==> src/rtl/div_pkg.sv <==
`default_nettype none
// div_pkg: shared types, defaults and the ratio legality rule for the fractional-N sequencer.
// Rev 1.0
package div_pkg;

  localparam int DEF_P_WIDTH = 5;
  localparam int DEF_S_WIDTH = 3;
  localparam int DEF_F_WIDTH = 16;
  localparam int M           = 1 << DEF_S_WIDTH;
  // Signed modulator carry: -3..+4 in the MASH build, 0..1 otherwise.
  localparam int C_WIDTH     = 4;

  typedef enum logic [1:0] {
    ST_IDLE = 2'd0,
    ST_ARM  = 2'd1,
    ST_RUN  = 2'd2
  } state_t;

  function automatic logic ratio_legal(input int ni, input int p_w, input int s_w);
    int pi;
    int si;
    pi = ni >>> s_w;
    si = ni & ((1 << s_w) - 1);
    return (ni >= 0) && (ni < (1 << (p_w + s_w))) && (pi > si) && (pi != 0);
  endfunction

  function automatic logic signed [C_WIDTH-1:0] carry_ext(input logic b);
    return {{(C_WIDTH-1){1'b0}}, b};
  endfunction

endpackage
`default_nettype wire

==> src/rtl/dsm_mash.sv <==
`default_nettype none
// dsm_mash: delta-sigma carry generator stepped by the divider load strobe.
// DIV_RATIO_MASH111_EN selects MASH 1-1-1; otherwise a single first-order accumulator. Rev 1.0
module dsm_mash
  import div_pkg::*;
#(
  parameter int F_WIDTH = DEF_F_WIDTH
) (
  input  logic                      clk,
  input  logic                      rst,
  input  logic                      clr_i,
  input  logic                      en_i,
  input  logic [F_WIDTH-1:0]        frac_i,
  output logic signed [C_WIDTH-1:0] c_o
);

`ifdef DIV_RATIO_MASH111_EN
  logic [F_WIDTH-1:0] acc1_q, acc2_q, acc3_q;
  logic               c2_q, c3_q, c3_qq;
  logic [F_WIDTH:0]   acc1_d, acc2_d, acc3_d;

  // Each stage integrates the residue left by the previous one.
  assign acc1_d = {1'b0, acc1_q} + {1'b0, frac_i};
  assign acc2_d = {1'b0, acc2_q} + {1'b0, acc1_d[F_WIDTH-1:0]};
  assign acc3_d = {1'b0, acc3_q} + {1'b0, acc2_d[F_WIDTH-1:0]};

  assign c_o = carry_ext(acc1_d[F_WIDTH])
             + carry_ext(acc2_d[F_WIDTH]) - carry_ext(c2_q)
             + carry_ext(acc3_d[F_WIDTH]) - (carry_ext(c3_q) <<< 1) + carry_ext(c3_qq);

  always_ff @(posedge clk or posedge rst) begin
    if (rst) begin
      acc1_q <= '0;
      acc2_q <= '0;
      acc3_q <= '0;
      c2_q   <= 1'b0;
      c3_q   <= 1'b0;
      c3_qq  <= 1'b0;
    end else if (clr_i) begin
      acc1_q <= '0;
      acc2_q <= '0;
      acc3_q <= '0;
      c2_q   <= 1'b0;
      c3_q   <= 1'b0;
      c3_qq  <= 1'b0;
    end else if (en_i) begin
      acc1_q <= acc1_d[F_WIDTH-1:0];
      acc2_q <= acc2_d[F_WIDTH-1:0];
      acc3_q <= acc3_d[F_WIDTH-1:0];
      c2_q   <= acc2_d[F_WIDTH];
      c3_q   <= acc3_d[F_WIDTH];
      c3_qq  <= c3_q;
    end
  end
`else
  logic [F_WIDTH-1:0] acc_q;
  logic [F_WIDTH:0]   acc_d;

  assign acc_d = {1'b0, acc_q} + {1'b0, frac_i};
  assign c_o   = carry_ext(acc_d[F_WIDTH]);

  always_ff @(posedge clk or posedge rst) begin
    if (rst) begin
      acc_q <= '0;
    end else if (clr_i) begin
      acc_q <= '0;
    end else if (en_i) begin
      acc_q <= acc_d[F_WIDTH-1:0];
    end
  end
`endif

endmodule
`default_nettype wire

==> src/rtl/div_ratio_ctrl.sv <==
`default_nettype none
// div_ratio_ctrl: fractional-N divide-ratio sequencer producing Pi/Si per divide cycle.
// Build option DIV_RATIO_MASH111_EN (in dsm_mash) selects the MASH 1-1-1 modulator. Rev 1.0
module div_ratio_ctrl
  import div_pkg::*;
#(
  parameter int P_WIDTH = DEF_P_WIDTH,
  parameter int S_WIDTH = DEF_S_WIDTH,
  parameter int F_WIDTH = DEF_F_WIDTH
) (
  input  logic                       Fin,
  input  logic                       rst,
  input  logic                       cfg_valid,
  output logic                       cfg_ready,
  input  logic [P_WIDTH+S_WIDTH-1:0] cfg_n,
  input  logic [F_WIDTH-1:0]         cfg_frac,
  input  logic                       ld,
  output logic [P_WIDTH-1:0]         Pi,
  output logic [S_WIDTH-1:0]         Si,
  output logic                       running,
  output logic                       err
);

  localparam int N_W = P_WIDTH + S_WIDTH;
  localparam int I_W = N_W + 2;

  state_t               state_q;
  logic [N_W-1:0]       n_act_q, n_pend_q;
  logic [F_WIDTH-1:0]   frac_act_q, frac_pend_q;
  logic                 pend_q;
  logic [P_WIDTH-1:0]   pi_q;
  logic [S_WIDTH-1:0]   si_q;
  logic                 err_q;

  logic                      hs;
  logic                      step;
  logic [N_W-1:0]            n_eff;
  logic [F_WIDTH-1:0]        frac_eff;
  logic signed [C_WIDTH-1:0] c;
  logic signed [I_W-1:0]     ni_d;
  logic                      ni_legal;
  logic                      cfg_legal;

  assign cfg_ready = ~pend_q;
  assign hs        = cfg_valid & cfg_ready;
  assign step      = ld & (state_q != ST_IDLE);

  // A pending config takes effect on the very ld that applies it.
  assign n_eff    = pend_q ? n_pend_q    : n_act_q;
  assign frac_eff = pend_q ? frac_pend_q : frac_act_q;

  assign ni_d      = $signed({2'b00, n_eff}) + $signed({{(I_W-C_WIDTH){c[C_WIDTH-1]}}, c});
  assign ni_legal  = ratio_legal(int'(ni_d), P_WIDTH, S_WIDTH);
  assign cfg_legal = ratio_legal(int'(cfg_n), P_WIDTH, S_WIDTH);

  dsm_mash #(
    .F_WIDTH (F_WIDTH)
  ) u_dsm (
    .clk    (Fin),
    .rst    (rst),
    .clr_i  (hs && (state_q == ST_IDLE)),
    .en_i   (step),
    .frac_i (frac_eff),
    .c_o    (c)
  );

  always_ff @(posedge Fin or posedge rst) begin
    if (rst) begin
      state_q     <= ST_IDLE;
      n_act_q     <= '0;
      frac_act_q  <= '0;
      n_pend_q    <= '0;
      frac_pend_q <= '0;
      pend_q      <= 1'b0;
      pi_q        <= '0;
      si_q        <= '0;
      err_q       <= 1'b0;
    end else begin
      case (state_q)
        ST_IDLE: begin
          if (hs) begin
            n_act_q    <= cfg_n;
            frac_act_q <= cfg_frac;
            err_q      <= ~cfg_legal;
            state_q    <= ST_ARM;
          end
        end
        ST_ARM, ST_RUN: begin
          if (ld) begin
            state_q <= ST_RUN;
            if (ni_legal) begin
              pi_q <= ni_d[N_W-1:S_WIDTH];
              si_q <= ni_d[S_WIDTH-1:0];
            end
            // Applying a config clears the sticky flag before judging the new ratio.
            err_q <= (err_q & ~pend_q) | ~ni_legal;
            if (pend_q) begin
              n_act_q    <= n_pend_q;
              frac_act_q <= frac_pend_q;
              pend_q     <= 1'b0;
            end
          end
          if (hs) begin
            n_pend_q    <= cfg_n;
            frac_pend_q <= cfg_frac;
            pend_q      <= 1'b1;
          end
        end
        default: state_q <= ST_IDLE;
      endcase
    end
  end

  assign Pi      = pi_q;
  assign Si      = si_q;
  assign err     = err_q;
  assign running = (state_q == ST_RUN);

endmodule
`default_nettype wire
==> config.mk <==
export PLATFORM = sky130hd
export DESIGN_NAME = div_ratio_ctrl
export DESIGN_NICKNAME = d
export VERILOG_FILES = /design/src/rtl/div_pkg.sv /design/src/rtl/dsm_mash.sv /design/src/rtl/div_ratio_ctrl.sv
export SDC_FILE = /design/constraint.sdc
export NUM_CORES = 1
export LEC_CHECK = 0
export ABC_AREA = 1
export CORE_ASPECT_RATIO = 1.75
export CORE_MARGIN = 4
export CORE_UTILIZATION = 47
export CTS_CLUSTER_SIZE = 10
export DETAILED_ROUTE_END_ITERATION = 8
export PLACE_DENSITY = 0.67
export RECOVER_POWER = 50
export SLEW_MARGIN = 40
export SYNTH_ARGS = -nofsm -noshare
export SYNTH_HDL_FRONTEND = slang
export SYNTH_SLANG_ARGS = --single-unit
==> constraint.sdc <==
create_clock -name Fin -period 8.78 [get_ports Fin]
set_input_delay 0.878 -clock Fin [delete_from_list [all_inputs] [get_ports Fin]]
set_output_delay 0.878 -clock Fin [all_outputs]
set_load 0.01 [all_outputs]
==> flow_summary.html, run 1 <==
<table>
<tr><th>Metric</th><th>Value</th></tr>
<tr><th colspan="2">Timing</th></tr>
<tr><td>Sum Neg Setup Slack</td><td>0 ns</td></tr>
<tr><td>Minimum hold slack</td><td>0.486 ns</td></tr>
<tr><td>Unrepaired setup endpoints after global routing</td><td>no</td></tr>
<tr><td>Transition time at the pin with the least slew margin</td><td>4.15 ns</td></tr>
<tr><td>Endpoints failing setup</td><td>0</td></tr>
<tr><td>Final Max Slew Viols</td><td>roughly 120</td></tr>
<tr><td>Worst max-slew margin expressed relative to the limit</td><td>-177%</td></tr>
<tr><td>Clock tree skew after final layout</td><td>roughly 0.0079 ns</td></tr>
<tr><td>Final worst-path cycle share</td><td>roughly two thirds</td></tr>
<tr><td>Number of failing hold endpoints at the final stage</td><td>0</td></tr>
<tr><td>Final min period</td><td>slightly below 6 ns</td></tr>
<tr><td>Max Clock Freq</td><td>roughly 0.17 GHz</td></tr>
<tr><td>Setup ws final</td><td>between 2 and 3 ns</td></tr>
<tr><th colspan="2">Global routing</th></tr>
<tr><td>Met2 track demand over resource</td><td>37.6%</td></tr>
<tr><td>Sum of overflow across all layers after global routing</td><td>0</td></tr>
<tr><td>Initial antenna violation count</td><td>0</td></tr>
<tr><td>Wire length of the first global-routing pass</td><td>roughly 19000 um</td></tr>
<tr><td>Number of global-route vias before repair</td><td>between 4k and 5k</td></tr>
<tr><td>Largest net degree at the start of global routing</td><td>77</td></tr>
<tr><td>Met3 GRT Util</td><td>under 10%</td></tr>
<tr><td>Most utilized layer in the global route result</td><td>met2</td></tr>
<tr><td>GRT Resource Usage Total</td><td>about a fifth</td></tr>
<tr><td>GRT met1 Usage</td><td>23.2%</td></tr>
<tr><th colspan="2">Layout</th></tr>
<tr><td>Area growth from synthesis to final layout</td><td>16.3%</td></tr>
<tr><td>Layout cells sized above 1</td><td>under 10%</td></tr>
<tr><td>Antenna Cells</td><td>0</td></tr>
<tr><td>NumNets Final</td><td>682</td></tr>
<tr><td>Number of inserted filler cells in the final layout</td><td>~900</td></tr>
<tr><td>Fin cells</td><td>754</td></tr>
<tr><td>Total non-filler cell area in the finished layout</td><td>between 5000 and 6000 um^2</td></tr>
<tr><th colspan="2">Status</th></tr>
<tr><td>Run status</td><td>finished with violations</td></tr>
<tr><td>Violations in the final reports</td><td>capacitance limit, slew limit</td></tr>
<tr><th colspan="2">Placed design</th></tr>
<tr><td>Final RePlAce weighted congestion</td><td>between 0.9 and 1</td></tr>
<tr><td>Buffers added on ports</td><td>38</td></tr>
<tr><td>Area after DPL</td><td>roughly 5000 um^2</td></tr>
<tr><td>Setup slack at placement</td><td>slightly above 4 ns</td></tr>
<tr><td>Count of placed standard cells including taps</td><td>roughly 740</td></tr>
<tr><td>Half-perimeter wire length after placement</td><td>approximately 7800 um</td></tr>
<tr><th colspan="2">Floorplanning</th></tr>
<tr><td>Die H</td><td>between 100 and 150 um</td></tr>
<tr><td>I/O pin cnt</td><td>39</td></tr>
<tr><td>Die width</td><td>a little over 80 um</td></tr>
<tr><td>Core outline area</td><td>about 9500 um^2</td></tr>
<tr><td>Site row count</td><td>47</td></tr>
<tr><td>Total Die Area</td><td>between 10000 and 15000 um^2</td></tr>
<tr><td>Effective utilization at floorplan</td><td>48.2%</td></tr>
<tr><th colspan="2">Logic synthesis</th></tr>
<tr><td>Top area cells in the synthesized netlist</td><td>sky130_fd_sc_hd__dfrtp_1, sky130_fd_sc_hd__nand2_1, sky130_fd_sc_hd__o21ai_0, sky130_fd_sc_hd__inv_1, sky130_fd_sc_hd__ha_1</td></tr>
<tr><td>Count of synthesis-stage warnings from yosys</td><td>0</td></tr>
<tr><td>Post-synthesis cell type with the largest combined area</td><td>sky130_fd_sc_hd__dfrtp_1</td></tr>
<tr><td>Most numerous cell types in the synthesized netlist</td><td>sky130_fd_sc_hd__nand2_1, sky130_fd_sc_hd__inv_1, sky130_fd_sc_hd__o21ai_0, sky130_fd_sc_hd__dfrtp_1, sky130_fd_sc_hd__ha_1</td></tr>
<tr><td>Top-area cell type share of the netlist area</td><td>between 40% and 50%</td></tr>
<tr><td>Count leader, synth</td><td>sky130_fd_sc_hd__nand2_1</td></tr>
<tr><td>Seq/Total Area, Yosys</td><td>41.7%</td></tr>
<tr><td>Synthesized cell area</td><td>around 4600 um^2</td></tr>
<tr><td>Synthesized instance count</td><td>between 500 and 600</td></tr>
<tr><td>Ys async rst share</td><td>100%</td></tr>
<tr><td>Count of flip-flops with a built-in enable after synthesis</td><td>0</td></tr>
<tr><td>Number of synthesized register bits</td><td>76</td></tr>
<tr><td>Count of distinct cell types in the synthesized netlist</td><td>35</td></tr>
<tr><td>Net count after synthesis</td><td>651</td></tr>
<tr><td>Most instantiated flip-flop cell in the synthesis netlist</td><td>sky130_fd_sc_hd__dfrtp_1</td></tr>
<tr><td>Average footprint of a synthesized cell</td><td>roughly 7.6 um^2</td></tr>
<tr><th colspan="2">Clock network</th></tr>
<tr><td>Number of buffers inserted by hold repair at cts</td><td>0</td></tr>
<tr><td>Clock Tree Buf Depth</td><td>2</td></tr>
<tr><td>TritonCTS Buffers</td><td>9</td></tr>
<tr><td># H-tree levels</td><td>3</td></tr>
<tr><td>Post-CTS setup buffer count</td><td>0</td></tr>
<tr><td>CTS Root Buffer Type</td><td>sky130_fd_sc_hd__clkbuf_16</td></tr>
<tr><td>Cts repair resizes</td><td>0</td></tr>
<tr><td>Count of clock tree sinks</td><td>76</td></tr>
<tr><td>Clock transition at the registers of the reported paths</td><td>about 0.06 ns</td></tr>
<tr><td>Worst skew pair latency</td><td>between 0.3 and 0.4 ns</td></tr>
<tr><td>TritonCTS clock tree</td><td>done</td></tr>
<tr><th colspan="2">Setup path</th></tr>
<tr><td>Reg2Reg Depth</td><td>30</td></tr>
<tr><td>Top Family by Delay on Critical Path</td><td>buffers and inverters</td></tr>
<tr><td>Slowest cell on the critical path</td><td>sky130_fd_sc_hd__clkbuf_1</td></tr>
<tr><td>Start-to-end type of the worst setup path</td><td>reg2reg</td></tr>
<tr><td>Critical Path Stages</td><td>30</td></tr>
<tr><td>Critical path required time</td><td>about 9 ns</td></tr>
<tr><td>Worst Path Buf+Inv</td><td>5</td></tr>
<tr><td>Highest fanout seen on the critical path</td><td>46</td></tr>
<tr><td>Kind of end point of the critical path</td><td>register</td></tr>
<tr><td>Highest cell delay on the worst timing path</td><td>around 1.5 ns</td></tr>
<tr><td>Worst endpoint data arrival time</td><td>approximately 6.0 ns</td></tr>
<tr><td>Critical Path Source Type</td><td>register</td></tr>
<tr><th colspan="2">Route</th></tr>
<tr><td>Detailed Routing Iterations Pass 1</td><td>4</td></tr>
<tr><td>Routed Wire Length</td><td>approximately 11000 um</td></tr>
<tr><td>Vias post-DR</td><td>approximately 4k</td></tr>
<tr><td>Post-route antenna net violation count</td><td>0</td></tr>
<tr><td>Iter 0 DRT Violations</td><td>approximately 180</td></tr>
<tr><td>Via-to-Cell Ratio</td><td>about 5.3</td></tr>
<tr><td>DR DRC count</td><td>0</td></tr>
<tr><td>DR WL/cell</td><td>around 14 um</td></tr>
<tr><th colspan="2">Min path</th></tr>
<tr><td>Path category of the worst min-delay check</td><td>reg2reg</td></tr>
<tr><td>Depth of the worst hold-timing path</td><td>2</td></tr>
<tr><th colspan="2">Pwr</th></tr>
<tr><td>Peak supply drop</td><td>270 uV</td></tr>
<tr><td>Pwr dens</td><td>449 nW/um^2</td></tr>
<tr><td>Leakage</td><td>2.63 nW</td></tr>
<tr><th colspan="2">Flow run</th></tr>
<tr><td>Max-cap violations</td><td>2</td></tr>
</table>
## registers in the layout, indices dropped and copies added (netlist names)
register and cells:
n_act_q 8, pend_q 1, u_dsm.acc_q 16, err 1
state_q 2, Pi 5, frac_pend_q 16, frac_act_q 16
Si 3, n_pend_q 8
## area by class of cell
| class | count | area, um^2 | share of cell area (%) |
|---|---|---|---|
| timing repair buffer | 42 | 403 | 7.60 |
| inverter | 89 | 339 | 6.40 |
| tap | 122 | 153 | 2.88 |
| sequential | 76 | 1900 | 35.9 |
| clock inverter | 6 | 65.1 | 1.23 |
| clock buffer | 10 | 229 | 4.32 |
| multi-input combinational | 409 | 2210 | 41.7 |
## final timing paths
check,start,to,slack (ns)
hold reg to reg,Si[0]$_DFFE_PP0P_,Si[0]$_DFFE_PP0P_,0.49
min in group asynchronous,rst,n_act_q[7]$_DFFE_PP0P_,2.62
setup / recovery,pend_q$_DFFE_PP0P_,Pi[2]$_DFFE_PP0P_,2.98
setup reg to reg,pend_q$_DFFE_PP0P_,Pi[2]$_DFFE_PP0P_,2.98
max in group asynchronous,rst,u_dsm.acc_q[10]$_DFFE_PP0P_,3.83
hold / removal,Si[0]$_DFFE_PP0P_,Si[0]$_DFFE_PP0P_,0.49
## logic make-up after synthesis
group,count (synthesis),synth area share (%)
AO/OA/AOI/OAI,151,19.3
XOR/XNOR,6,1.15
adder cells (fa/ha/maj),27,7.57
buffers and inverters,111,9.80
flip-flops,76,41.7
multiplexers,1,0.247
AND/OR/NAND/NOR,224,20.3
## worst min-delay path, stage by stage, from the launching register on
cell and delay (ns):
sky130_fd_sc_hd__dfrtp_1 0.34, sky130_fd_sc_hd__nand2_1 0.06, sky130_fd_sc_hd__nand2_1 0.06
## layer usage
metal  up-vias  part of all wire (%)
li1       2017                     -
met1      1883                    39
met2        73                    56
met3        14                   2.6
met4         0                   1.7
met5         -                     0
## cell usage in the layout (no fill, tap or decap), types with 2 or more instances in the layout
cell type	synthesis	layout
sky130_fd_sc_hd__o21bai_1	2	2
sky130_fd_sc_hd__nand3_1	22	22
sky130_fd_sc_hd__ha_1	26	26
sky130_fd_sc_hd__xnor2_1	2	2
sky130_fd_sc_hd__nor2_1	19	19
sky130_fd_sc_hd__o21ai_2	8	8
sky130_fd_sc_hd__o21ai_0	83	83
sky130_fd_sc_hd__clkbuf_16	0	9
sky130_fd_sc_hd__buf_4	0	2
sky130_fd_sc_hd__o21ai_1	2	2
sky130_fd_sc_hd__nand4_1	3	3
sky130_fd_sc_hd__a31oi_1	4	4
sky130_fd_sc_hd__clkinv_2	0	2
sky130_fd_sc_hd__a21oi_1	20	20
sky130_fd_sc_hd__clkinv_4	0	2
sky130_fd_sc_hd__nor3_1	3	3
sky130_fd_sc_hd__nor2_2	4	4
sky130_fd_sc_hd__o211ai_1	20	20
sky130_fd_sc_hd__xor2_1	4	4
sky130_fd_sc_hd__a21boi_0	2	2
sky130_fd_sc_hd__inv_1	87	86
sky130_fd_sc_hd__clkdlybuf4s50_1	0	33
sky130_fd_sc_hd__dfrtp_1	76	76
sky130_fd_sc_hd__dlygate4sd3_1	0	5
sky130_fd_sc_hd__nand2_1	164	164
sky130_fd_sc_hd__clkbuf_1	17	3
sky130_fd_sc_hd__o31ai_1	5	5
sky130_fd_sc_hd__nand2_2	7	7
## metrics by stage
| step | util, % | power, mW |
|---|---|---|
| after floorplan | - | 1.68 |
| after CTS | 56.1 | 2.41 |
| final | 56.0 | 2.38 |
| after global routing | 56.0 | 2.64 |
| after global placement | 53.0 | 1.98 |
| after detailed placement | 53.0 | 2.03 |
## power by group
group          total (mW)  internal, mW  leakage [nW]  switching (mW)
sequential          0.607         0.530         0.944          0.0774
combinational        1.41         0.486          1.55           0.919
clock               0.368         0.220         0.142           0.148
total                2.38          1.24          2.63            1.14
(Power assumes the default switching activity.)
==> inputs of run 2 (changes only) <==
- PLACE_DENSITY: 0.67 -> 0.7
- clock period: 8.78 -> 4.7 ns (I/O delays scaled with it)
==> run 2 against run 1 <==
The run still ends with capacitance limit, slew limit left. Highest routed layer unchanged. Setup slack worse by 2.4 ns. Clock power up 71%. Register-to-register slack worse by 2.4 ns. Via count down 0.15%. Sequential share of layout area down 0.051 points. Clock skew down 0.0025 ns. Critical path type unchanged.
==> flow_summary.html, run 2 (synthesis results as in run 1) <==
<table>
<tr><th>Metric</th><th>Value</th></tr>
<tr><th colspan="2">Route</th></tr>
<tr><td>Via-to-Cell Ratio</td><td>around 5.3</td></tr>
<tr><td>Detailed Routing Iterations Pass 1</td><td>4</td></tr>
<tr><td>DR DRC count</td><td>0</td></tr>
<tr><td>Vias post-DR</td><td>3981</td></tr>
<tr><td>Routed Wire Length</td><td>~11000 um</td></tr>
<tr><td>Iter 0 DRT Violations</td><td>roughly 200</td></tr>
<tr><td>DR WL/cell</td><td>14.6 um</td></tr>
<tr><td>Post-route antenna net violation count</td><td>0</td></tr>
<tr><th colspan="2">Layout</th></tr>
<tr><td>Top Registers</td><td>frac_act_q x16, frac_pend_q x16, u_dsm.acc_q x16</td></tr>
<tr><td>Commonest non-fill, non-tap cell in the layout</td><td>sky130_fd_sc_hd__nand2_1</td></tr>
<tr><td>Fin cells</td><td>755</td></tr>
<tr><td>Layout cells sized above 1</td><td>about 7.0%</td></tr>
<tr><td>Area growth from synthesis to final layout</td><td>16.4%</td></tr>
<tr><td>Total non-filler cell area in the finished layout</td><td>roughly 5300 um^2</td></tr>
<tr><td>NumNets Final</td><td>684</td></tr>
<tr><td>Antenna Cells</td><td>0</td></tr>
<tr><td>Final Util</td><td>about 56%</td></tr>
<tr><td>Highest-count cells in the layout ignoring fill and taps</td><td>sky130_fd_sc_hd__nand2_1, sky130_fd_sc_hd__inv_1, sky130_fd_sc_hd__o21ai_0, sky130_fd_sc_hd__dfrtp_1, sky130_fd_sc_hd__clkdlybuf4s50_1</td></tr>
<tr><th colspan="2">Timing</th></tr>
<tr><td>Number of failing hold endpoints at the final stage</td><td>0</td></tr>
<tr><td>Max Clock Freq</td><td>around 0.24 GHz</td></tr>
<tr><td>Unrepaired setup endpoints after global routing</td><td>no</td></tr>
<tr><td>Clock tree skew after final layout</td><td>~0.0054 ns</td></tr>
<tr><td>Final worst-path cycle share</td><td>about nine tenths</td></tr>
<tr><td>Final min period</td><td>around 4.2 ns</td></tr>
<tr><td>Endpoints failing setup</td><td>0</td></tr>
<tr><td>Worst max-slew margin expressed relative to the limit</td><td>-48.2%</td></tr>
<tr><td>Sum Neg Setup Slack</td><td>0 ns</td></tr>
<tr><td>Transition time at the pin with the least slew margin</td><td>2.21 ns</td></tr>
<tr><td>Final Max Slew Viols</td><td>79</td></tr>
<tr><th colspan="2">Min path</th></tr>
<tr><td>Depth of the worst hold-timing path</td><td>2</td></tr>
<tr><td>Origin of the worst min-delay path</td><td>Pi[0]$_DFFE_PP0P_</td></tr>
<tr><td>Path category of the worst min-delay check</td><td>reg2reg</td></tr>
<tr><td>Endpoint of the worst hold-timing path</td><td>Pi[0]$_DFFE_PP0P_</td></tr>
<tr><th colspan="2">Setup path</th></tr>
<tr><td>Critical path required time</td><td>around 4.9 ns</td></tr>
<tr><td>Reg2Reg Depth</td><td>28</td></tr>
<tr><td>Worst endpoint data arrival time</td><td>4.37 ns</td></tr>
<tr><td>Worst flop-to-flop path startpoint</td><td>pend_q$_DFFE_PP0P_</td></tr>
<tr><td>Kind of end point of the critical path</td><td>register</td></tr>
<tr><td>Top Family by Delay on Critical Path</td><td>simple AND/OR/NAND/NOR gates</td></tr>
<tr><td>Slowest cell on the critical path</td><td>sky130_fd_sc_hd__dfrtp_1</td></tr>
<tr><td>Reg2reg end</td><td>Pi[3]$_DFFE_PP0P_</td></tr>
<tr><td>Critical Path Source Type</td><td>register</td></tr>
<tr><td>Worst Path Buf+Inv</td><td>4</td></tr>
<tr><td>Start-to-end type of the worst setup path</td><td>reg2reg</td></tr>
<tr><td>Slack of the worst reg-to-reg path</td><td>~0.55 ns</td></tr>
<tr><td>Highest fanout seen on the critical path</td><td>16</td></tr>
<tr><td>Highest cell delay on the worst timing path</td><td>0.45 ns</td></tr>
<tr><th colspan="2">Pwr</th></tr>
<tr><td>Peak supply drop</td><td>337 uV</td></tr>
<tr><td>Leakage</td><td>between 2 and 3 nW</td></tr>
<tr><td>Pwr dens</td><td>833 nW/um^2</td></tr>
<tr><th colspan="2">Clock network</th></tr>
<tr><td>Clock Tree Buf Depth</td><td>2</td></tr>
<tr><td>CTS Root Buffer Type</td><td>sky130_fd_sc_hd__clkbuf_16</td></tr>
<tr><td>Clock transition at the registers of the reported paths</td><td>0.06 ns</td></tr>
<tr><td>Number of buffers inserted by hold repair at cts</td><td>0</td></tr>
<tr><td>Post-CTS setup buffer count</td><td>0</td></tr>
<tr><td>TritonCTS Buffers</td><td>9</td></tr>
<tr><td># H-tree levels</td><td>3</td></tr>
<tr><td>Count of clock tree sinks</td><td>76</td></tr>
<tr><td>TritonCTS clock tree</td><td>done</td></tr>
<tr><td>Worst skew pair latency</td><td>0.33 ns</td></tr>
<tr><th colspan="2">Floorplanning</th></tr>
<tr><td>Core outline area</td><td>9470 um^2</td></tr>
<tr><td>I/O pin cnt</td><td>39</td></tr>
<tr><td>Effective utilization at floorplan</td><td>48.2%</td></tr>
<tr><td>Die H</td><td>around 140 um</td></tr>
<tr><td>Total Die Area</td><td>11400 um^2</td></tr>
<tr><td>Die width</td><td>around 82 um</td></tr>
<tr><td>Site row count</td><td>47</td></tr>
<tr><th colspan="2">Placed design</th></tr>
<tr><td>Area after DPL</td><td>about 5000 um^2</td></tr>
<tr><td>Buffers added on ports</td><td>38</td></tr>
<tr><td>Final RePlAce weighted congestion</td><td>roughly 0.89</td></tr>
<tr><td>Half-perimeter wire length after placement</td><td>approximately 8300 um</td></tr>
<tr><td>Count of placed standard cells including taps</td><td>740</td></tr>
<tr><th colspan="2">Global routing</th></tr>
<tr><td>Sum of overflow across all layers after global routing</td><td>0</td></tr>
<tr><td>GRT Resource Usage Total</td><td>21.3%</td></tr>
<tr><td>Wire length of the first global-routing pass</td><td>18800 um</td></tr>
<tr><td>Initial antenna violation count</td><td>0</td></tr>
<tr><td>Largest net degree at the start of global routing</td><td>50</td></tr>
<tr><td>Number of global-route vias before repair</td><td>~4.1k</td></tr>
<tr><th colspan="2">Status</th></tr>
<tr><td>Run status</td><td>finished with violations</td></tr>
<tr><td>Violations in the final reports</td><td>capacitance limit, slew limit</td></tr>
<tr><th colspan="2">Flow run</th></tr>
<tr><td>Max-cap violations</td><td>2</td></tr>
</table>
-- run 2: cell types whose count changed in the layout (fill, tap and decap cells not counted), sizes merged --
cell / before / now
buf: 2 / 5
bufinv: 1 / 0
clkinvlp: 1 / 2
clkdlybuf4s50: 33 / 32
clkinv: 5 / 3
dlygate4sd3: 5 / 6
-- run 2: through the flow --
step / hold WS (ns) / worst slack (ns) / total power [mW]
floorplan: 0.446 / 0.483 / 3.13
global placement: 0.466 / 0.581 / 3.71
detailed placement: 0.475 / 0.404 / 3.79
CTS: 0.490 / 0.403 / 4.45
global route: 0.511 / 0.0318 / 4.89
finish: 0.481 / 0.548 / 4.42
-- run 2: power breakdown --
part           switching, mW  total (mW)  internal, mW
Sequential             0.153        1.14         0.990
Combinational           1.72        2.65         0.925
Clock                  0.263       0.631         0.368
Total                   2.14        4.42          2.28
-- run 2: final cells by class --
class	count	area, um^2
flip-flops and latches	76	1900
repair buffers	44	422
inverters	89	340
well taps	122	153
multi-input cells	409	2220
clock inverters	4	26.3
fillers	870	4160
clock buffers	11	243
-- run 2: repair_timing --
action	4_1_cts	5_1_grt
hold endpoints to repair	0	0
endpoints found under the setup margin	0	8
gates resized for setup	0	3
-- run 2: tightest hold or removal path, cell delays in order (launching register included) --
cell and delay, ns:
sky130_fd_sc_hd__dfrtp_1 0.34, sky130_fd_sc_hd__nand2_1 0.06, sky130_fd_sc_hd__o21ai_2 0.05
-- run 2: per-layer routing --
metal / up-vias / wire, um / share of wire [%] / GRT usage [%]
met1: 1863 / 4200 / 38 / 23.4
li1: 2014 / - / - / -
met5: - / 0 / 0 / 0
met3: 29 / 309 / 2.8 / 3.39
met4: 0 / 431 / 3.9 / 11.8
met2: 75 / 6080 / 55 / 37.4
-- run 2: worst max-delay path by stage --
stage | end | cells after the start | from | slack, ns
floorplan | Pi[0]$_DFFE_PP0P_ | 33 | pend_q$_DFFE_PP0P_ | 0.48
global placement | Pi[0]$_DFFE_PP0P_ | 28 | pend_q$_DFFE_PP0P_ | 0.58
detailed placement | Pi[0]$_DFFE_PP0P_ | 28 | pend_q$_DFFE_PP0P_ | 0.40
CTS | Pi[0]$_DFFE_PP0P_ | 28 | pend_q$_DFFE_PP0P_ | 0.40
global route | Pi[2]$_DFFE_PP0P_ | 28 | pend_q$_DFFE_PP0P_ | 0.03
finish | Pi[3]$_DFFE_PP0P_ | 28 | pend_q$_DFFE_PP0P_ | 0.55
==> inputs of run 3 (changes only) <==
- SETUP_SLACK_MARGIN: unset -> 0.15
==> run 3 against run 2 <==
The flow still finishes with violations (capacitance limit, slew limit). Combinational power barely moved. Setup slack improved by 0.080 ns. Routed wire length rose by 1.1%. Clock-buffer cell count did not move. Sequential share of layout area fell by 0.13 points. Critical path depth rose by 1. Sequential power barely moved. Largest power group unchanged. Highest routed layer unchanged.
==> flow_summary.html, run 3 (synthesis results as in run 1) <==
<table>
<tr><th>Metric</th><th>Value</th></tr>
<tr><th colspan="2">Status</th></tr>
<tr><td>Run status</td><td>finished with violations</td></tr>
<tr><td>Violations in the final reports</td><td>capacitance limit, slew limit</td></tr>
<tr><th colspan="2">Setup path</th></tr>
<tr><td>Critical Path Source Type</td><td>register</td></tr>
<tr><td>Start-to-end type of the worst setup path</td><td>reg2reg</td></tr>
<tr><td>Highest cell delay on the worst timing path</td><td>roughly 0.45 ns</td></tr>
<tr><td>Worst endpoint data arrival time</td><td>approximately 4.3 ns</td></tr>
<tr><td>Slowest cell on the critical path</td><td>sky130_fd_sc_hd__dfrtp_1</td></tr>
<tr><td>Cell repeated most along the worst path</td><td>sky130_fd_sc_hd__nand2_1</td></tr>
<tr><td>Kind of end point of the critical path</td><td>register</td></tr>
<tr><td>Highest fanout seen on the critical path</td><td>11</td></tr>
<tr><td>Critical path required time</td><td>roughly 4.9 ns</td></tr>
<tr><th colspan="2">Route</th></tr>
<tr><td>DR WL/cell</td><td>about 15 um</td></tr>
<tr><td>Detailed Routing Iterations Pass 1</td><td>4</td></tr>
<tr><td>Post-route antenna net violation count</td><td>0</td></tr>
<tr><td>DR DRC count</td><td>0</td></tr>
<tr><td>Iter 0 DRT Violations</td><td>slightly below 200</td></tr>
<tr><td>Via-to-Cell Ratio</td><td>between 5 and 6</td></tr>
<tr><td>Vias post-DR</td><td>4029</td></tr>
<tr><td>Routed Wire Length</td><td>11100 um</td></tr>
<tr><th colspan="2">Global routing</th></tr>
<tr><td>Wire length of the first global-routing pass</td><td>about 19000 um</td></tr>
<tr><td>Number of global-route vias before repair</td><td>~4.1k</td></tr>
<tr><td>Largest net degree at the start of global routing</td><td>50</td></tr>
<tr><td>Sum of overflow across all layers after global routing</td><td>0</td></tr>
<tr><td>Initial antenna violation count</td><td>0</td></tr>
<tr><td>GRT Resource Usage Total</td><td>a little over a fifth</td></tr>
<tr><th colspan="2">Pwr</th></tr>
<tr><td>Part of the power in registers</td><td>around 26%</td></tr>
<tr><td>Peak supply drop</td><td>337 uV</td></tr>
<tr><td>Internal power consumption</td><td>2.29 mW</td></tr>
<tr><td>P_sw</td><td>about 2.2 mW</td></tr>
<tr><td>Proportion of power drawn by the clock network</td><td>~14%</td></tr>
<tr><td>Leakage</td><td>between 2 and 3 nW</td></tr>
<tr><td>Pwr dens</td><td>around 830 nW/um^2</td></tr>
<tr><td>Combinational fraction of design power</td><td>between 60% and 70%</td></tr>
<tr><td>Switch share</td><td>between 40% and 50%</td></tr>
<tr><th colspan="2">Timing</th></tr>
<tr><td>Final Max Slew Viols</td><td>79</td></tr>
<tr><td>Endpoints failing setup</td><td>0</td></tr>
<tr><td>Sum Neg Setup Slack</td><td>0 ns</td></tr>
<tr><td>Transition time at the pin with the least slew margin</td><td>2.20 ns</td></tr>
<tr><td>Clock tree skew after final layout</td><td>roughly 0.0058 ns</td></tr>
<tr><td>Worst max-slew margin expressed relative to the limit</td><td>-47.3%</td></tr>
<tr><td>Max Clock Freq</td><td>0.246 GHz</td></tr>
<tr><td>Unrepaired setup endpoints after global routing</td><td>no</td></tr>
<tr><td>Final worst-path cycle share</td><td>slightly below 90%</td></tr>
<tr><td>Final min period</td><td>about 4.1 ns</td></tr>
<tr><td>Number of failing hold endpoints at the final stage</td><td>0</td></tr>
<tr><th colspan="2">Floorplanning</th></tr>
<tr><td>I/O pin cnt</td><td>39</td></tr>
<tr><td>Site row count</td><td>47</td></tr>
<tr><td>Effective utilization at floorplan</td><td>between 40% and 50%</td></tr>
<tr><td>Total Die Area</td><td>11400 um^2</td></tr>
<tr><td>Die H</td><td>138 um</td></tr>
<tr><td>Die width</td><td>around 80 um</td></tr>
<tr><td>Core outline area</td><td>around 9500 um^2</td></tr>
<tr><th colspan="2">Clock network</th></tr>
<tr><td>Count of clock tree sinks</td><td>76</td></tr>
<tr><td>TritonCTS clock tree</td><td>done</td></tr>
<tr><td>Clock Tree Buf Depth</td><td>2</td></tr>
<tr><td># H-tree levels</td><td>3</td></tr>
<tr><td>CTS Root Buffer Type</td><td>sky130_fd_sc_hd__clkbuf_16</td></tr>
<tr><td>Worst skew pair latency</td><td>~0.33 ns</td></tr>
<tr><td>TritonCTS Buffers</td><td>9</td></tr>
<tr><td>Clock transition at the registers of the reported paths</td><td>approximately 0.060 ns</td></tr>
<tr><th colspan="2">Layout</th></tr>
<tr><td>Antenna Cells</td><td>0</td></tr>
<tr><td>Commonest non-fill, non-tap cell in the layout</td><td>sky130_fd_sc_hd__nand2_1</td></tr>
<tr><td>NumNets Final</td><td>between 600 and 700</td></tr>
<tr><td>Top Registers</td><td>frac_act_q x16, frac_pend_q x16, u_dsm.acc_q x16</td></tr>
<tr><td>Highest-count cells in the layout ignoring fill and taps</td><td>sky130_fd_sc_hd__nand2_1, sky130_fd_sc_hd__inv_1, sky130_fd_sc_hd__o21ai_0, sky130_fd_sc_hd__dfrtp_1, sky130_fd_sc_hd__clkdlybuf4s50_1</td></tr>
<tr><td>Layout cells sized above 1</td><td>under 10%</td></tr>
<tr><td>Area growth from synthesis to final layout</td><td>16.9%</td></tr>
<tr><td>Total non-filler cell area in the finished layout</td><td>between 5000 and 6000 um^2</td></tr>
<tr><th colspan="2">Placed design</th></tr>
<tr><td>Buffers added on ports</td><td>38</td></tr>
<tr><td>Half-perimeter wire length after placement</td><td>just over 8000 um</td></tr>
<tr><td>Area after DPL</td><td>~5000 um^2</td></tr>
<tr><td>Final RePlAce weighted congestion</td><td>0.890</td></tr>
<tr><th colspan="2">Flow run</th></tr>
<tr><td>Max-cap violations</td><td>2</td></tr>
<tr><th colspan="2">Min path</th></tr>
<tr><td>Path category of the worst min-delay check</td><td>reg2reg</td></tr>
</table>
==> run 3: power by group through the flow <==
stage / sequential, mW / clock (mW) / combinational [mW]
after detailed placement: 1.15 / 0 / 2.64
after CTS: 1.14 / 0.645 / 2.66
after global routing: 1.18 / 0.679 / 3.07
after floorplan: 1.12 / 0 / 2.01
final: 1.14 / 0.631 / 2.67
after global placement: 1.14 / 0 / 2.57
==> run 3: metrics by stage <==
stage / util [%] / hold slack, ns / std cells / setup WS (ns) / total power [mW]
floorplan: - / 0.446 / 596 / 0.483 / 3.13
global placement: 53.1 / 0.466 / 740 / 0.581 / 3.71
detailed placement: 53.2 / 0.475 / 740 / 0.404 / 3.79
CTS: 56.0 / 0.490 / 755 / 0.403 / 4.45
global route: 56.3 / 0.511 / 756 / 0.161 / 4.93
finish: 56.3 / 0.483 / 756 / 0.628 / 4.45
==> run 3: final timing paths <==
path / from / endpoint / slack [ns] / cells after the start
min: Pi[0]$_DFFE_PP0P_ / Pi[0]$_DFFE_PP0P_ / 0.48 / 2
max reg2reg: pend_q$_DFFE_PP0P_ / Si[0]$_DFFE_PP0P_ / 0.63 / 29
min reg2reg: Pi[0]$_DFFE_PP0P_ / Pi[0]$_DFFE_PP0P_ / 0.48 / 2
max in group asynchronous: rst / frac_pend_q[12]$_DFFE_PP0P_ / 1.39 / 3
min in group asynchronous: rst / n_act_q[7]$_DFFE_PP0P_ / 1.18 / 2
max: pend_q$_DFFE_PP0P_ / Si[0]$_DFFE_PP0P_ / 0.63 / 29
==> run 3: area by class of cell <==
| cell class | instances | area [um^2] |
|---|---|---|
| inverters | 89 | 340 |
| fillers | 868 | 4140 |
| clock inverters | 4 | 26.3 |
| flip-flops and latches | 76 | 1900 |
| well taps | 122 | 153 |
| clock buffers | 11 | 243 |
| multi-input cells | 410 | 2240 |
| repair buffers | 44 | 422 |
==> run 3: per-layer routing <==
layer | wire length, um | up-vias | track usage (%)
li1 | - | 2013 | -
met1 | 4230 | 1909 | 23.4
met2 | 6120 | 79 | 37.4
met3 | 375 | 28 | 3.39
met4 | 412 | 0 | 11.8
met5 | 0 | - | 0
==> run 3: worst max-delay path, delay by kind of cell (launching register included) <==
kind | cells | cell delay [ns]
flip-flops | 1 | 0.45
adder cells (fa/ha/maj) | 4 | 1.18
AO/OA/AOI/OAI | 3 | 0.38
buffers and inverters | 5 | 0.45
AND/OR/NAND/NOR | 17 | 1.53
==> run 3: repair_timing <==
action | 4_1_cts | 5_1_grt
gates resized for setup | 0 | 5
hold endpoints to repair | 0 | 0
hold buffers | 0 | 0
buffers inserted | 0 | 0
setup endpoints to repair | 0 | 9
==> edit: new RTL, flow settings as in run 2 <==
Register the inputs `cfg_valid`, `cfg_n` and `cfg_frac` before use. The logic sees them one clock later. The other inputs are not delayed to match.
--- a/src/rtl/div_ratio_ctrl.sv
+++ b/src/rtl/div_ratio_ctrl.sv
@@ -24,6 +24,16 @@
   localparam int N_W = P_WIDTH + S_WIDTH;
   localparam int I_W = N_W + 2;
 
+  logic cfg_valid_q;
+  logic [P_WIDTH+S_WIDTH-1:0] cfg_n_q;
+  logic [F_WIDTH-1:0] cfg_frac_q;
+
+  always_ff @(posedge Fin) begin
+    cfg_valid_q <= cfg_valid;
+    cfg_n_q     <= cfg_n;
+    cfg_frac_q  <= cfg_frac;
+  end
+
   state_t               state_q;
   logic [N_W-1:0]       n_act_q, n_pend_q;
   logic [F_WIDTH-1:0]   frac_act_q, frac_pend_q;
@@ -42,7 +52,7 @@
   logic                      cfg_legal;
 
   assign cfg_ready = ~pend_q;
-  assign hs        = cfg_valid & cfg_ready;
+  assign hs        = cfg_valid_q & cfg_ready;
   assign step      = ld & (state_q != ST_IDLE);
 
   // A pending config takes effect on the very ld that applies it.
@@ -51,7 +61,7 @@
 
   assign ni_d      = $signed({2'b00, n_eff}) + $signed({{(I_W-C_WIDTH){c[C_WIDTH-1]}}, c});
   assign ni_legal  = ratio_legal(int'(ni_d), P_WIDTH, S_WIDTH);
-  assign cfg_legal = ratio_legal(int'(cfg_n), P_WIDTH, S_WIDTH);
+  assign cfg_legal = ratio_legal(int'(cfg_n_q), P_WIDTH, S_WIDTH);
 
   dsm_mash #(
     .F_WIDTH (F_WIDTH)
@@ -79,8 +89,8 @@
       case (state_q)
         ST_IDLE: begin
           if (hs) begin
-            n_act_q    <= cfg_n;
-            frac_act_q <= cfg_frac;
+            n_act_q    <= cfg_n_q;
+            frac_act_q <= cfg_frac_q;
             err_q      <= ~cfg_legal;
             state_q    <= ST_ARM;
           end
@@ -101,8 +111,8 @@
             end
           end
           if (hs) begin
-            n_pend_q    <= cfg_n;
-            frac_pend_q <= cfg_frac;
+            n_pend_q    <= cfg_n_q;
+            frac_pend_q <= cfg_frac_q;
             pend_q      <= 1'b1;
           end
         end
Check against the original RTL: not equivalent (a bounded check fails within 4 cycles, from zero or initial values and one cycle with rst high).
==> edit against run 2 <==
The flow still finishes with violations (capacitance limit, slew limit); total power is 12% higher; wire length is 3.8% higher; via count increased by 5.9%; sequential cell count is 25 higher; area after synthesis rose by 12%; core utilization decreased by 0.13 points; setup slack got worse by 0.16 ns; design area grew 13%; combinational power up 6%; highest routed layer unchanged.
==> edit: results (changes against run 2) <==
Max rail drop VDD -> 0.428 mV (was 0.337 mV)
Fin. max-slew vios -> 79 (unchanged)
Layout Nets -> 707 (was 684)
Mapped Nets -> 668 (was 651)
Post-Synthesis Mean Instance Area -> 8.35 sq um (was 7.65 sq um)
Pwr/cell area -> 831 mW/mm^2 (was 833 mW/mm^2)
Met1 Wirelength -> 4.27 mm (was 4.20 mm)
Skew final -> 0.00525 ns (was 0.00540 ns)
Layout Cells excl Fill -> 787 (was 755)
Slowest cell on the critical path -> dfrtp_2 (was dfrtp_1)
GRT met3 Usage -> 3.33% (was 3.39%)
Vias in the first global route -> 4358 (was 4130)
Commonest cells post-synth -> nand2_1 (154), o21ai_0 (80), inv_1 (79) (was nand2_1 (164), inv_1 (87), o21ai_0 (83))
Area of the multi-input gates -> 0.00232 sq mm (was 0.00222 sq mm)
Leakage Power -> 2.87 nW (was 2.63 nW)
Placed cells -> 766 (was 740)
Status -> finished with violations (unchanged)
Met2 WL -> 6.33 mm (was 6.08 mm)
Largest net degree at the start of global routing -> 50 (unchanged)
HPWL after DPL -> 8.29 mm (about the same)
Failing checks -> capacitance limit, slew limit (unchanged)
Asr flop ratio synth -> 75.2% (was 100%)
First-pass GRT wire length -> 19.2 mm (was 18.8 mm)
Total GRT Usage -> 19.0% (was 21.3%)
Worst endpoint data arrival time -> 4.60 ns (was 4.37 ns)
Routability-driven placement congestion ratio -> 0.917 (was 0.890)
Pre-CTS WS -> -0.0199 ns (was 0.404 ns)
CP max FO -> 7 (was 16)
Main area contributors after synthesis -> dfrtp_1 (37%), nand2_1 (11%), dfxtp_1 (9.8%) (was dfrtp_1 (42%), nand2_1 (14%), o21ai_0 (9.1%))
Max-cap viol count -> 2 (unchanged)
M2 GR Usage -> 34.8% (was 37.4%)
DP Area -> 0.00558 sq mm (was 0.00503 sq mm)
Share of layout cells above drive strength 1 -> 11.6% (was 6.95%)
Clock power frac -> 15.9% (was 14.3%)
Fill count -> 969 (was 870)
[edit: cell types whose count changed in the layout (fill, tap and decap cells not counted), moves of 6 or more]
cell and delta:
nand2_1 -14, clkdlybuf4s50_1 -20, buf_4 +6, inv_1 -9
dlygate4sd3_1 +20, nand2_2 +10, nand3_1 -6, nor2_1 +9
dfxtp_1 +25, o21ai_0 -9
[edit: critical path: cells and delay by family, from the launching register on]
family / cells / cell delay, ns
AO/OA/AOI/OAI: 6 / 0.76
flip-flops: 1 / 0.44
adder cells (fa/ha/maj): 4 / 1.07
buffers and inverters: 4 / 0.33
AND/OR/NAND/NOR: 16 / 1.62
[edit: final timing paths]
check / startpoint / to / slack, ns / cells past startpoint
max in group asynchronous: rst / u_dsm.acc_q[6] / 1.35 / 3
min reg2reg: cfg_frac_q[11] / frac_pend_q[11] / 0.47 / 2
min in group asynchronous: rst / Pi[3] / 1.16 / 2
max: pend_q / Pi[3] / 0.39 / 30
max reg2reg: pend_q / Pi[3] / 0.39 / 30
min: cfg_frac_q[11] / frac_pend_q[11] / 0.47 / 2
[edit: timing repair]
action	4_1_cts	5_1_grt
pin swaps	0	4
setup endpoints to repair	4	9
endpoints found under the hold margin	0	0
gates resized for setup	2	21
setup buffers	0	4
gates cloned	0	1
hold buffers	0	0
[edit: cells by family after synthesis]
kind of cell	after synthesis	synth area share, %
AOI/OAI and AO/OA	147	16.6
xor gates and xnor gates	4	0.685
adders and majority gates	27	6.75
buffers and inverters	104	8.85
DFF	101	46.9
muxes	2	0.440
and+or+nand+nor	228	19.7
[edit: cell type report]
cell class / count / share of cell area (%)
clock buffers: 10 / 3.83
multi-input cells: 409 / 38.8
well taps: 130 / 2.72
repair buffers: 51 / 7.99
inverters: 80 / 5.08
flip-flops and latches: 101 / 40.2
clock inverters: 6 / 1.44
